$ cat src/rtl/sim_harness_pkg.sv
// Shared types and defaults for the simulation/self-test run controller.
package sim_harness_pkg;

  typedef enum logic [2:0] {IDLE, HOLD, RUN, PASS, FAIL} seq_state_t;

  localparam int DEF_RESET_CYCLES   = 10;
  localparam int DEF_TIMEOUT_CYCLES = 10000;

  // Index width for a channel vector; a single channel still needs one bit.
  function automatic int idx_width(input int n);
    return (n > 1) ? $clog2(n) : 1;
  endfunction

endpackage

$ cat src/rtl/sim_prio_enc.sv
// Lowest-set-bit priority encoder: index of the first asserted request plus a valid flag.
module sim_prio_enc #(
  parameter int N     = 1,
  parameter int IDX_W = 1
) (
  input  logic [N-1:0]     req,
  output logic [IDX_W-1:0] idx,
  output logic             vld
);

  // Scan downward so the lowest set index is the last one written.
  always_comb begin
    idx = '0;
    vld = 1'b0;
    for (int i = N - 1; i >= 0; i--) begin
      if (req[i]) begin
        idx = IDX_W'(i);
        vld = 1'b1;
      end
    end
  end

endmodule

$ cat src/rtl/sim_test_sequencer.sv
// Run controller: timed DUT reset, monitors N testbench channels, reports PASS/FAIL/TIMEOUT.
module sim_test_sequencer
  import sim_harness_pkg::*;
#(
  parameter int N_CHANNELS     = 1,
  parameter int RESET_CYCLES   = DEF_RESET_CYCLES,
  parameter int TIMEOUT_CYCLES = DEF_TIMEOUT_CYCLES,
  parameter int AUTO_START     = 1,
  parameter int REQUIRE_ALL    = 1,
  parameter int CNT_W          = 32
) (
  input  logic                                 clock,
  input  logic                                 reset,
  input  logic                                 start,
  input  logic [N_CHANNELS-1:0]                chan_success,
  input  logic [N_CHANNELS-1:0]                chan_fail,
  output logic                                 dut_reset,
  output logic                                 running,
  output logic                                 done,
  output logic                                 pass,
  output logic                                 fail,
  output logic                                 timeout,
  output logic [idx_width(N_CHANNELS)-1:0]     fail_chan,
  output logic [N_CHANNELS-1:0]                success_mask,
  output logic [CNT_W-1:0]                     cycle_count
);

  localparam int               IDX_W       = idx_width(N_CHANNELS);
  localparam logic [CNT_W-1:0] HOLD_LAST   = CNT_W'(RESET_CYCLES - 1);
  localparam logic [CNT_W-1:0] TO_LAST     = CNT_W'(TIMEOUT_CYCLES - 1);
  localparam seq_state_t       RESET_STATE = (AUTO_START != 0) ? HOLD : IDLE;

  seq_state_t             state_q, state_d;
  logic [CNT_W-1:0]       phase_q, phase_d;
  logic [CNT_W-1:0]       count_q, count_d;
  logic [N_CHANNELS-1:0]  mask_q, mask_d;
  logic [IDX_W-1:0]       fail_chan_q, fail_chan_d;
  logic                   timeout_q, timeout_d;
  logic                   dut_reset_q, dut_reset_d;
  logic                   running_q, running_d;
  logic                   done_q, done_d;
  logic                   pass_q, pass_d;
  logic                   fail_q, fail_d;

  logic [N_CHANNELS-1:0]  mask_run;
  logic                   all_ok;
  logic [IDX_W-1:0]       fail_idx, miss_idx;
  logic                   fail_vld, miss_vld;

  assign mask_run = mask_q | chan_success;
  assign all_ok   = (REQUIRE_ALL != 0) ? (&mask_run) : (|mask_run);

  sim_prio_enc #(.N(N_CHANNELS), .IDX_W(IDX_W)) u_fail_enc (
    .req (chan_fail),
    .idx (fail_idx),
    .vld (fail_vld)
  );

  // Timeout blames the first channel still missing, including this cycle's successes.
  sim_prio_enc #(.N(N_CHANNELS), .IDX_W(IDX_W)) u_miss_enc (
    .req (~mask_run),
    .idx (miss_idx),
    .vld (miss_vld)
  );

  always_comb begin
    state_d     = state_q;
    phase_d     = phase_q;
    count_d     = count_q;
    mask_d      = mask_q;
    fail_chan_d = fail_chan_q;
    timeout_d   = timeout_q;
    case (state_q)
      IDLE, PASS, FAIL: begin
        if (start) begin
          state_d     = HOLD;
          phase_d     = '0;
          count_d     = '0;
          mask_d      = '0;
          fail_chan_d = '0;
          timeout_d   = 1'b0;
        end
      end
      HOLD: begin
        if (phase_q == HOLD_LAST) begin
          state_d = RUN;
          phase_d = '0;
        end else begin
          phase_d = phase_q + 1'b1;
        end
      end
      RUN: begin
        count_d = (&count_q) ? count_q : count_q + 1'b1;
        mask_d  = mask_run;
        if (fail_vld) begin
          state_d     = FAIL;
          fail_chan_d = fail_idx;
        end else if (all_ok) begin
          state_d = PASS;
        end else if ((TIMEOUT_CYCLES != 0) && (count_q == TO_LAST)) begin
          state_d     = FAIL;
          timeout_d   = 1'b1;
          fail_chan_d = ((REQUIRE_ALL != 0) && miss_vld) ? miss_idx : '0;
        end
      end
      default: state_d = RESET_STATE;
    endcase

    // Flags are registered from the next state so they change with the state itself.
    dut_reset_d = (state_d == IDLE) || (state_d == HOLD);
    running_d   = (state_d == RUN);
    pass_d      = (state_d == PASS);
    fail_d      = (state_d == FAIL);
    done_d      = pass_d || fail_d;
  end

  always_ff @(posedge clock or negedge reset) begin
    if (!reset) begin
      state_q     <= RESET_STATE;
      phase_q     <= '0;
      count_q     <= '0;
      mask_q      <= '0;
      fail_chan_q <= '0;
      timeout_q   <= 1'b0;
      dut_reset_q <= 1'b1;
      running_q   <= 1'b0;
      done_q      <= 1'b0;
      pass_q      <= 1'b0;
      fail_q      <= 1'b0;
    end else begin
      state_q     <= state_d;
      phase_q     <= phase_d;
      count_q     <= count_d;
      mask_q      <= mask_d;
      fail_chan_q <= fail_chan_d;
      timeout_q   <= timeout_d;
      dut_reset_q <= dut_reset_d;
      running_q   <= running_d;
      done_q      <= done_d;
      pass_q      <= pass_d;
      fail_q      <= fail_d;
    end
  end

  assign dut_reset    = dut_reset_q;
  assign running      = running_q;
  assign done         = done_q;
  assign pass         = pass_q;
  assign fail         = fail_q;
  assign timeout      = timeout_q;
  assign fail_chan    = fail_chan_q;
  assign success_mask = mask_q;
  assign cycle_count  = count_q;

endmodule
$ cat config.mk
export PLATFORM = sky130hd
export DESIGN_NAME = sim_test_sequencer
export DESIGN_NICKNAME = d
export VERILOG_FILES = /design/src/rtl/sim_harness_pkg.sv /design/src/rtl/sim_prio_enc.sv /design/src/rtl/sim_test_sequencer.sv
export SDC_FILE = /design/constraint.sdc
export NUM_CORES = 1
export LEC_CHECK = 0
export BUFFER_PORTS_ARGS = -buffer_cell sky130_fd_sc_hd__buf_2
export CORE_MARGIN = 2
export CORE_UTILIZATION = 30
export CTS_BUF_LIST = sky130_fd_sc_hd__clkbuf_4 sky130_fd_sc_hd__clkbuf_8 sky130_fd_sc_hd__clkbuf_16
export DETAILED_ROUTE_END_ITERATION = 12
export MAX_ROUTING_LAYER = met4
export PLACE_DENSITY = 0.52
export REMOVE_ABC_BUFFERS = 1
export SETUP_SLACK_MARGIN = 0.4
export SYNTH_ARGS = -nofsm -noshare
export SYNTH_HDL_FRONTEND = slang
export SYNTH_SLANG_ARGS = --single-unit
$ cat constraint.sdc
create_clock -name clock -period 5.8 [get_ports clock]
set_input_delay 1.16 -clock clock [delete_from_list [all_inputs] [get_ports clock]]
set_output_delay 1.16 -clock clock [all_outputs]
set_load 0.005 [all_outputs]
==> impl_metrics.tcl <==
set metrics [dict create \
    ios 45 \
    grt_max_degree 75 \
    finalSetupTns_ps 0 \
    cp-start-kind "flip-flop" \
    fillers 1399 \
    critPathBufInv 1 \
    crit_family "compound AO/OA/AOI/OAI gates" \
    wire_per_inst_um 16.51 \
    netlist_area_mm2 0.004235 \
    required_ps 6060 \
    core-area_mm2 0.01383 \
    place_ws_ps 2935 \
    clockRootBuffer "clkbuf_16" \
    seq_area_mm2 0.001854 \
    total_power_mw 1.764 \
    rsz0062_at_grt "false" \
    rows 43 \
    cts_inserted_buffers 9 \
    die_w_um 122.8 \
    path_class "reg2reg" \
    cp-end-kind "flip-flop" \
    critPathMaxFanout 25 \
    cts_sinks 74 \
    path_cells "ha_1, nor4bb_1, and4_1, a21oi_2, buf_4, a41oi_1, a31oi_1" \
    layout-drive-gt1-share_pct 14.42 \
    fin_nets 523 \
    r2r_end "phase_q[25]" \
    vias_per_cell 5.566 \
    grt_usage_pct 16.76 \
    final_util_pct 35.73 \
    p_leak_nw 2.108 \
    diodes 0 \
    max_freq_ghz 0.3716 \
    status "finished clean" \
    slowest_delay_ps 820 \
    die_y_um 122.8 \
    max_slew_margin_pct 23.22 \
    antenna_found_initial 0 \
    cap_violations 0 \
    ys.flop_type "dfrtp_1" \
    ys_ff_latch 74 \
    grt_pass1_vias 3704 \
    holdBufCountCts 0 \
    yosysSeqAreaShare_pct 43.78 \
    die_area_mm2 0.01508 \
    multi_input_area_mm2 0.002253 \
    overflow 0 \
    arrival_ps 2950 \
    holdWs_ps 505.8 \
    vias 3896 \
    h-tree-depth 3 \
    hp-class "reg2reg" \
    report.final.slew_viol_count 0 \
    hold_end "timeout" \
    period_minus_slack_ps 2691 \
    skew_ps 5.632 \
    ctsResizeCount 0 \
    synth_edf_count 0 \
    reg2reg_from "phase_q[0]" \
    setup_ws_ps 3109 \
    routed_wl_mm 11.55 \
    cts_tree "done" \
    drc_errors 0 \
    grt_pass1_wl_mm 19.09 \
    hold_viol 0 \
    fin_crit_sh_pct 46.40 \
    r2r_cells 7 \
    yosysWarnings 0 \
    area_delta_synth_final_pct 16.66 \
    postCtsSetupBuffers 0 \
    peakVddDrop_mv 0.1599 \
    tightest_slew_ps 1152 \
    detail-route-antenna-nets 0 \
    async_flop_share_pct 100.0 \
    avgSynthCellArea_um2 8.805 \
    finalSetupViolCount 0 \
    portBuffers 43 \
    dp_hpwl_mm 7.865 \
    crit_path_top_delay_cell "a21oi_2" \
    clockBufferDepth 2 \
    ff2ff_setup_slack_ps 3110 \
    start_util_pct 30.63 \
    clk_pin_slew_ps 60 \
    gp_congestion 0.7992 \
    hold_depth 2 \
    synth_cell_types 57 \
    p_per_area_mw_per_mm2 357.0 \
    hp-start "timeout" \
    syn_inst 481 \
    worstSkewPairLatency_ps 350 \
    drtIter0Drc 207 \
    drt-pass1-iter-count 4 \
]
## placed cells by master, fill, tap and decap left out, types with 2 or more instances in the layout
master	count
a32oi_1	3
dfstp_2	2
nor4_1	13
nor2_1	25
nor4bb_1	3
nor3_1	10
o22ai_1	2
nand2_1	51
a31oi_1	14
or4_1	7
and3_1	11
o31ai_1	4
nor2b_1	4
o21ai_0	34
bufinv_16	3
a21o_1	8
buf_4	5
clkbuf_16	9
clkinv_2	3
mux2i_1	6
or3_1	25
buf_2	42
o2bb2ai_1	2
a21oi_1	47
a41oi_1	4
or2_2	2
dfrtp_1	72
and4_1	11
and2_1	4
nand4_1	20
ha_1	3
nand2b_1	7
xnor2_1	2
o211ai_1	5
inv_1	6
nand3_1	28
nor4b_1	2
## routing by layer
layer  vias to the layer above  GRT usage (%)  wire length (um)
li1                       1908              -                 -
met1                      1894          20.17              5190
met2                        79          27.28              5643
met3                        15          4.507               546
met4                         0          5.388               174
met5                         -              -                 0
## how the worst max path moves through the flow
stage / from / to / slack, ps / cells past startpoint
finish: phase_q[0] / phase_q[25] / 3110 / 7
global route: phase_q[0] / phase_q[25] / 2850 / 7
CTS: phase_q[0] / phase_q[25] / 3100 / 7
detailed placement: start / cycle_count[29] / 2940 / 6
global placement: start / cycle_count[21] / 3030 / 6
floorplan: phase_q[0] / phase_q[6] / 2660 / 6
## per-stage QoR
stage | cell area, um2 | cells
2_1_floorplan | 4126 | 457
3_3_place_gp | 4603 | 684
3_5_place_dp | 4603 | 684
4_1_cts | 4941 | 700
5_1_grt | 4941 | 700
6_report | 4941 | 700
## final cells by class
class,instances,share of cell area [%]
Clock inverter,6,2.127
Sequential cell,74,37.53
Tap cell,180,4.558
Timing Repair Buffer,47,5.014
Multi-Input combinational cell,377,45.61
Inverter,6,0.4558
Clock buffer,10,4.710
## power breakdown
group	leakage [nW]	switching, mW	internal [mW]
sequential	1.01	0.144	0.610
clock	0.170	0.219	0.422
combinational	0.931	0.217	0.151
## cell families (layout without fill, tap and decap cells)
group | after synthesis | after routing | synth area share, %
buffers and inverters | 30 | 69 | 3.102
adders and majority gates | 3 | 3 | 0.8864
other | 1 | 1 | 0.08854
muxes | 7 | 7 | 1.684
xor gates and xnor gates | 3 | 3 | 0.6205
and+or+nand+nor | 230 | 230 | 30.13
DFF | 74 | 74 | 43.78
AOI/OAI and AO/OA | 133 | 133 | 19.71
## cells in the mapped netlist, drive strengths merged, types with 4 or more instances
library cell / instances / area share, %
mux2i: 6 / 1.4
buf: 8 / 1.1
nand2b: 7 / 1.0
and3: 11 / 1.6
a21o: 8 / 1.4
or4: 8 / 1.5
nand4: 20 / 3.0
o31ai: 4 / 0.71
o211ai: 6 / 1.4
and4: 11 / 2.3
nand2: 51 / 4.5
nor2b: 4 / 0.59
nand3: 28 / 3.3
or3: 25 / 3.7
nor4: 14 / 2.2
and2: 4 / 0.59
a21oi: 48 / 5.7
dfrtp: 72 / 43
nor3: 10 / 1.2
clkbuf: 16 / 1.5
a31oi: 14 / 2.1
a41oi: 5 / 1.2
o21ai: 34 / 4.0
inv: 6 / 0.53
nor2: 25 / 2.2
## flip-flops by register name, summed over array words and instances, names as in the netlist
name and count:
dut_reset 1, phase_q 32, pass 1, fail 1, done 1, state_q 3, cycle_count 32, timeout 1
running 1, success_mask 1
## worst register-to-register path, cell delays in order (launching register included)
cell	delay, ps
dfrtp_1	440
ha_1	230
nor4bb_1	130
and4_1	250
a21oi_2	830
buf_4	410
a41oi_1	160
a31oi_1	160
Note: power is estimated with default switching activity, not from simulation.
